## src/rtl/addr_burst_ctrl_if.sv

```systemverilog
// Beat stream from the burst sequencer to the memory address bus.
// Master drives addr/addr_valid/last; slave answers with addr_ready.
// A beat moves on any rising edge where addr_valid and addr_ready are both high.
interface addr_burst_ctrl_if #(
    parameter int AW = 16
);
    logic [AW-1:0] addr;
    logic          addr_valid;
    logic          addr_ready;
    logic          last;

    modport master (
        output addr,
        output addr_valid,
        output last,
        input  addr_ready
    );

    modport slave (
        input  addr,
        input  addr_valid,
        input  last,
        output addr_ready
    );
endinterface

```

## src/rtl/addr_burst_ctrl.sv

```systemverilog
// Burst sequencer steering the load/inc/dec address unit; emits one address per accepted beat.
// Latency: first beat valid two cycles after start, then one beat per cycle; done one cycle after the last beat.
// Backpressure: addr/last/addr_valid hold while addr_ready is low; only abort or reset drops a pending beat.
module addr_burst_ctrl #(
    parameter int AW = 16,
    parameter int LW = 8
) (
    input  logic          clk,
    input  logic          rst_n,
    input  logic          start,
    input  logic [AW-1:0] base,
    input  logic [LW-1:0] len,
    input  logic          dir,
    input  logic          abort,
    output logic [AW-1:0] au_d,
    output logic          au_c,
    output logic          au_s,
    input  logic [AW-1:0] au_addr,
    addr_burst_ctrl_if.master beat,
    output logic          busy,
    output logic          done
);

    localparam logic [1:0] ST_IDLE = 2'd0;
    localparam logic [1:0] ST_LOAD = 2'd1;
    localparam logic [1:0] ST_RUN  = 2'd2;
    localparam logic [1:0] ST_DONE = 2'd3;

    typedef struct packed {
        logic [AW-1:0] base;
        logic          dir;
    } cmd_t;

    logic [1:0]    state;
    cmd_t          cmd_q;
    logic [LW-1:0] remaining;
    logic [AW-1:0] addr_q;
    logic          beat_vld;
    logic          beat_xfer;
    logic          final_beat;

    assign beat_vld   = (state == ST_RUN);
    assign beat_xfer  = beat_vld & beat.addr_ready;
    assign final_beat = (remaining == LW'(1));

    always_ff @(posedge clk) begin
        if (!rst_n) begin
            state     <= ST_IDLE;
            cmd_q     <= '0;
            remaining <= '0;
            addr_q    <= '0;
        end else begin
            case (state)
                ST_IDLE: begin
                    if (start) begin
                        cmd_q.base <= base;
                        cmd_q.dir  <= dir;
                        remaining  <= len;
                        state      <= (len == '0) ? ST_DONE : ST_LOAD;
                    end
                end
                ST_LOAD: begin
                    // au_c=0 here, so the unit passes base straight through
                    addr_q <= au_addr;
                    state  <= abort ? ST_DONE : ST_RUN;
                end
                ST_RUN: begin
                    if (beat_xfer) begin
                        addr_q    <= au_addr;
                        remaining <= remaining - LW'(1);
                    end
                    if (abort || (beat_xfer && final_beat)) begin
                        state <= ST_DONE;
                    end
                end
                ST_DONE: state <= ST_IDLE;
                default: state <= ST_IDLE;
            endcase
        end
    end

    // In RUN the unit pre-computes the next address from the current one,
    // so it is ready to register on the accepting edge.
    always_comb begin
        au_d = '0;
        au_c = 1'b0;
        au_s = 1'b0;
        case (state)
            ST_LOAD: au_d = cmd_q.base;
            ST_RUN: begin
                au_d = addr_q;
                au_c = 1'b1;
                au_s = cmd_q.dir;
            end
            default: ;
        endcase
    end

    assign beat.addr       = addr_q;
    assign beat.addr_valid = beat_vld;
    assign beat.last       = beat_vld & final_beat;
    assign busy            = (state == ST_LOAD) || (state == ST_RUN);
    assign done            = (state == ST_DONE);

endmodule

```

## src/flat_wrapper.sv

```systemverilog
// flat-port wrapper written by rule: the top's interface ports become plain ports
module addr_burst_ctrl_flat 
#(
    parameter int AW = 16,
    parameter int LW = 8
)
  (clk, rst_n, start, base, len, dir, abort, au_d, au_c, au_s, au_addr, busy, done, beat_addr, beat_addr_valid, beat_last, beat_addr_ready);
  addr_burst_ctrl_if #(.AW(AW)) beat_i ();
  input  logic clk;
  input  logic rst_n;
  input  logic start;
  input  logic [AW-1:0] base;
  input  logic [LW-1:0] len;
  input  logic dir;
  input  logic abort;
  output logic [AW-1:0] au_d;
  output logic au_c;
  output logic au_s;
  input  logic [AW-1:0] au_addr;
  output logic busy;
  output logic done;
  output wire logic [$bits(beat_i.addr)-1:0] beat_addr;
  output wire logic [$bits(beat_i.addr_valid)-1:0] beat_addr_valid;
  output wire logic [$bits(beat_i.last)-1:0] beat_last;
  input wire logic [$bits(beat_i.addr_ready)-1:0] beat_addr_ready;
  assign beat_addr = beat_i.addr;
  assign beat_addr_valid = beat_i.addr_valid;
  assign beat_last = beat_i.last;
  assign beat_i.addr_ready = beat_addr_ready;
  addr_burst_ctrl #(.AW(AW), .LW(LW)) u_core (.clk(clk), .rst_n(rst_n), .start(start), .base(base), .len(len), .dir(dir), .abort(abort), .au_d(au_d), .au_c(au_c), .au_s(au_s), .au_addr(au_addr), .beat(beat_i), .busy(busy), .done(done));
endmodule
```

## config.mk

```make
export PLATFORM = sky130hd
export DESIGN_NAME = addr_burst_ctrl_flat
export DESIGN_NICKNAME = d
export VERILOG_FILES = /design/src/rtl/addr_burst_ctrl_if.sv /design/src/rtl/addr_burst_ctrl.sv /design/src/flat_wrapper.sv
export SDC_FILE = /design/constraint.sdc
export NUM_CORES = 1
export LEC_CHECK = 0
export CAP_MARGIN = 20
export CORE_ASPECT_RATIO = 0.9
export CORE_UTILIZATION = 44
export DETAILED_ROUTE_END_ITERATION = 12
export PLACE_DENSITY = 0.8
export SLEW_MARGIN = 20
export SYNTH_ARGS = -nofsm -noshare
export SYNTH_HDL_FRONTEND = slang
export SYNTH_SLANG_ARGS = --single-unit
```

## constraint.sdc

```tcl
create_clock -name clk -period 2.7 [get_ports clk]
set_clock_uncertainty 0.1 [all_clocks]
set_input_delay 0.675 -clock clk [delete_from_list [all_inputs] [get_ports clk]]
set_output_delay 0.675 -clock clk [all_outputs]
set_load 0.02 [all_outputs]
```

After elaboration in Yosys (flattened, before gate mapping)
Cells that the tools add are included.

word-level totals
  register bits after elaboration = 43
  input bits = 46
  output and inout bits = 38
  logic and storage cells = 39

operators by class
  $add $sub $neg = 1
  equal/unequal tests = 7
  multiplexer cells = 13
  bitwise logic cells = 2
  reductions and logical operators = 11

operators with widths
  cell                   number
  $pmux W16 S2           2
  $mux W16               1
  $mux W8                2
  $pmux W8 S2            1
  $eq A8 B1 Y1 const B   1
  $logic_not A8 Y1       1
  $pmux W2 S4            1
  $sub A8 B1 Y8 const B  1
  $mux W2                3
  $ne A2 B2 Y1 const B   3
  $reduce_and A2 Y1      3
  $eq A2 B2 Y1 const B   2
  $reduce_bool A2 Y1     2
  $mux W1                3
  $reduce_and A3 Y1      1
  $and A1 B1 Y1          2
  $eq A2 B1 Y1 const B   1
  $logic_not A2 Y1       1
  $logic_or A1 B1 Y1     2
  $logic_and A1 B1 Y1    1

Depth between registers and ports, before layout
Gate-level depths: netlist (run 1).

  depth in word-level cells = 6
  mapped depth = 9
  mapped depth without buffers = 6

Least setup slack after synthesis (run 1)
Ideal clock, no wire load.

  path kind = register to output
  start point = reg u_core.state[0]
  end point = out au_d[0]
  arrival time = 1.685 ns
  data required time = 1.925 ns
  setup slack = 0.240 ns
  cell stages (with the launch flop) = 8
  path buffers = 3
  cell sequence = dfxtp_1 inv_1 ha_1 buf_4 buf_2 buf_2 a22oi_1 nor2_1

between the ends
  word-level cells in the longest chain between the ends = 2
  elaborated cells on any way between the ends = 3
  classes of those cells = eq/ne (2); mux (1)

ends and longest elaborated chain
  element                                              RTL line               RTL
  start, declared                                      addr_burst_ctrl.sv:34  logic [1:0] state;
  start signal, assigned                               addr_burst_ctrl.sv:59  state <= (len == '0) ? ST_DONE : ST_LOAD;
  start signal, assigned                               addr_burst_ctrl.sv:65  state <= abort ? ST_DONE : ST_RUN;
  $eq A2 B2 Y1 / $eq A2 B1 Y1 (equally long branches)  addr_burst_ctrl.sv:88  case (state)
  $pmux W16 S2 *                                       addr_burst_ctrl.sv:88
  end, declared                                        flat_wrapper.sv:16     output logic [AW-1:0] au_d;

Every way passes the cells marked *; elsewhere a longest branch is shown, timed or not.

Worst setup path after layout (run 1)
  start point = reg u_core.state[0]
  end point = out au_d[9]

The elaborated chain is that of the path after synthesis.

==> results of run 1 <==
[cells in the final DEF (no fill, tap or decap), drive strengths merged, types with 3 or more instances in the layout]
| cell type | netlist | final |
|---|---|---|
| inv | 5 | 5 |
| o221a | 3 | 3 |
| and2 | 4 | 4 |
| o21ai | 5 | 5 |
| nor4 | 4 | 4 |
| and3 | 3 | 3 |
| dfxtp | 43 | 43 |
| nand2 | 73 | 73 |
| nor2 | 23 | 23 |
| a21oi | 6 | 6 |
| clkbuf | 9 | 19 |
| ha | 7 | 7 |
| clkdlybuf4s50 | 0 | 63 |
| nand2b | 3 | 3 |
| a21boi | 34 | 34 |
| dlygate4sd2 | 0 | 4 |
| a22oi | 16 | 16 |
| o21a | 3 | 3 |
| buf | 9 | 13 |
[registers in the layout, summed over array words and instances, names as in the netlist]
register          cells
u_core.cmd_q         17
u_core.beat.addr     16
u_core.remaining      8
u_core.state          2
[power by group]
group          switching, W  total [W]  internal [W]
registers          0.000181    0.00103      0.000845
clock network      0.000208   0.000408      0.000201
logic               0.00114    0.00198      0.000839
total               0.00153    0.00341       0.00188
[cell families after synthesis]
kind of cell / Yosys count / synth area share
and+or+nand+nor: 117 / 0.2358
AOI/OAI and AO/OA: 82 / 0.2801
DFF: 43 / 0.3909
buffers and inverters: 24 / 0.05340
adders and majority gates: 7 / 0.03977
[worst max-delay path, delay by kind of cell, from the launching register on]
family	cells	cell delay, ns
DFF	1	0.39
and+or+nand+nor	1	0.09
adders and majority gates	1	0.34
buffers and inverters	4	0.69
[how the worst min path moves through the flow]
stage / to / cells after the start / from / slack (ns)
after global routing: u_core.cmd_q[16] / 2 / u_core.cmd_q[16] / 0.39
after detailed placement: u_core.cmd_q[16] / 2 / u_core.cmd_q[16] / 0.36
final: u_core.cmd_q[16] / 2 / u_core.cmd_q[16] / 0.36
after floorplan: u_core.cmd_q[0] / 2 / u_core.cmd_q[0] / 0.34
after CTS: u_core.cmd_q[16] / 2 / u_core.cmd_q[16] / 0.37
after global placement: u_core.cmd_q[16] / 2 / u_core.cmd_q[16] / 0.35
[cell type report]
type / count / area [sq um] / share of cell area
Multi-Input combinational cell: 206 / 1224 / 0.3886
Inverter: 6 / 22.52 / 0.007151
Clock inverter: 1 / 5.005 / 0.001589
Timing Repair Buffer: 96 / 873.3 / 0.2773
Clock buffer: 6 / 82.58 / 0.02622
Sequential cell: 43 / 860.8 / 0.2733
Tap cell: 65 / 81.33 / 0.02582
[layer usage]
metal | vias up | GRT usage
li1 | 1114 | -
met1 | 1029 | 0.3058
met2 | 93 | 0.3824
met3 | 6 | 0.07417
met4 | 0 | 0.05128
met5 | - | 0
[stage by stage]
| stage | total power [W] | setup WS [ns] | cells | util | area (sq um) |
|---|---|---|---|---|---|
| after global routing | 0.003673 | 0.008275 | 423 | 0.6514 | 3149 |
| after global placement | 0.003018 | 0.1683 | 416 | 0.6473 | 3129 |
| after detailed placement | 0.003044 | 0.1098 | 416 | 0.6473 | 3129 |
| final | 0.003410 | 0.1325 | 423 | 0.6514 | 3149 |
| after CTS | 0.003431 | 0.02545 | 423 | 0.6605 | 3193 |
| after floorplan | 0.002278 | 0.2404 | 273 | - | 2202 |
==> qor.txt, run 1 <==
outcome: completed
max-cap violations: 0
Cells after Synth: 273
Post-Synthesis Net Count: 326
fin crit period: 2.568 ns
insertion delay to the later sink of the worst-skew pair: 0.29 ns
share of layout cells above drive strength 1: 0.1257
peak supply drop: 595.2 uV
initial DRC count: 143
Resized Gates After CTS: 19
largest net degree at the start of global routing: 19
Slew Limit Fails: 0
1st-pass router iterations: 4
initial antenna violation count: 0
YS warnings: 0
most numerous cell in the Yosys netlist: nand2_1
port buffer count: 83
Synth Area per Inst: 8.066 sq um
unrepaired setup endpoints after global routing: no
die width: 76.57 microns
Arr. time, crit path: 1.79 ns
Worst Path Max Fanout: 5
Area Growth Syn to Fin: 43.01%
R2R cell count: 7
wire per inst: 14.21 microns
Max stage delay on crit path: 0.39 ns
register area share after synthesis: 0.3909
clock transition at the registers of the reported paths: 0.08 ns
Worst R2R Setup Slack: 0.62 ns
top cell type's share of synthesized area: 0.3909
gp weighted congestion: 0.8404
reg2reg end: u_core.remaining[6]
DR WL met3: 583 microns
post-CTS setup buffers: 0
number of enable flip-flop cells after synthesis: 0
dpl hpwl: 4352 microns
max_slew headroom: 0.5960
Met1 Wirelength: 2605 microns
first-pass GRT wire length: 9922 microns
period utilization: 0.9509
CP max stage cell: dfxtp_1
Synth area leaders: dfxtp_1 39%, nand2_1 12%, a21boi_0 11%
Num CTS Buffers: 5
vias in the first global route: 2050
number of diodes: 0
Die Area: 5292 sq um
Core Area: 4835 sq um
Synth Flop Type: dfxtp_1
Worst Path Required: 1.92 ns
CTS max path bufs: 2
Crit. Startpoint: u_core.state[0]
FMAX: 0.3895 GHz
Synth Register Bits: 43
top cell type by total area after synthesis: dfxtp_1
P_leak: 1.253 nW
DRC violations left: 0
pwr/cell area: 1083 nW/um^2
Starting Density: 0.4555
Critical Path End Type: output pin
# fillers: 425
CP Cell Sequence: inv_1 -> ha_1 -> clkinv_1 -> buf_4 -> nor2_1 -> dlygate4sd2_1
CP Launch Type: register
layout net count: 411
Post-Route WL: 6009 microns
share of flip-flops with an asynchronous set or reset: 0
I/O pin total: 84
Setup Viol. Count Final: 0
gr usage total: 0.2356
DRT antenna net count: 0
CTS tree: yes
cell area after synthesis: 2202 sq um
CTS HTree Levels: 2
Placement Rows: 24
root buffer cell: clkbuf_8
GR Overflow Total: 0
routed vias/inst: 5.300
Post-synth top cells: 73 x nand2_1, 43 x dfxtp_1, 33 x a21boi_0, 23 x nor2_1, 16 x a22oi_1
Min-Delay Path Class: register to register
metal2 WL: 2772 microns
Setup CP Type: register to output pin
setup TNS: 0 ns
final hold violation count: 0
via count: 2242
Synth cell types: 44
hold slack final: 0.3649 ns
Die Ht: 69.12 microns
uppermost layer routed: met4
cts hold-fix bufs: 0
clk sinks: 43
critical path capture point: au_d[9]
Worst-Margin Slew: 0.6046 ns
Worst R2R Start: u_core.state[0]
Power figures use the tool's default switching activity.
==> inputs of run 2 (changes only) <==
- CTS_CLUSTER_DIAMETER: not set -> 30
==> results of run 2 <==
Same layout as run 1: the final DEF is identical, and so are final timing and power.
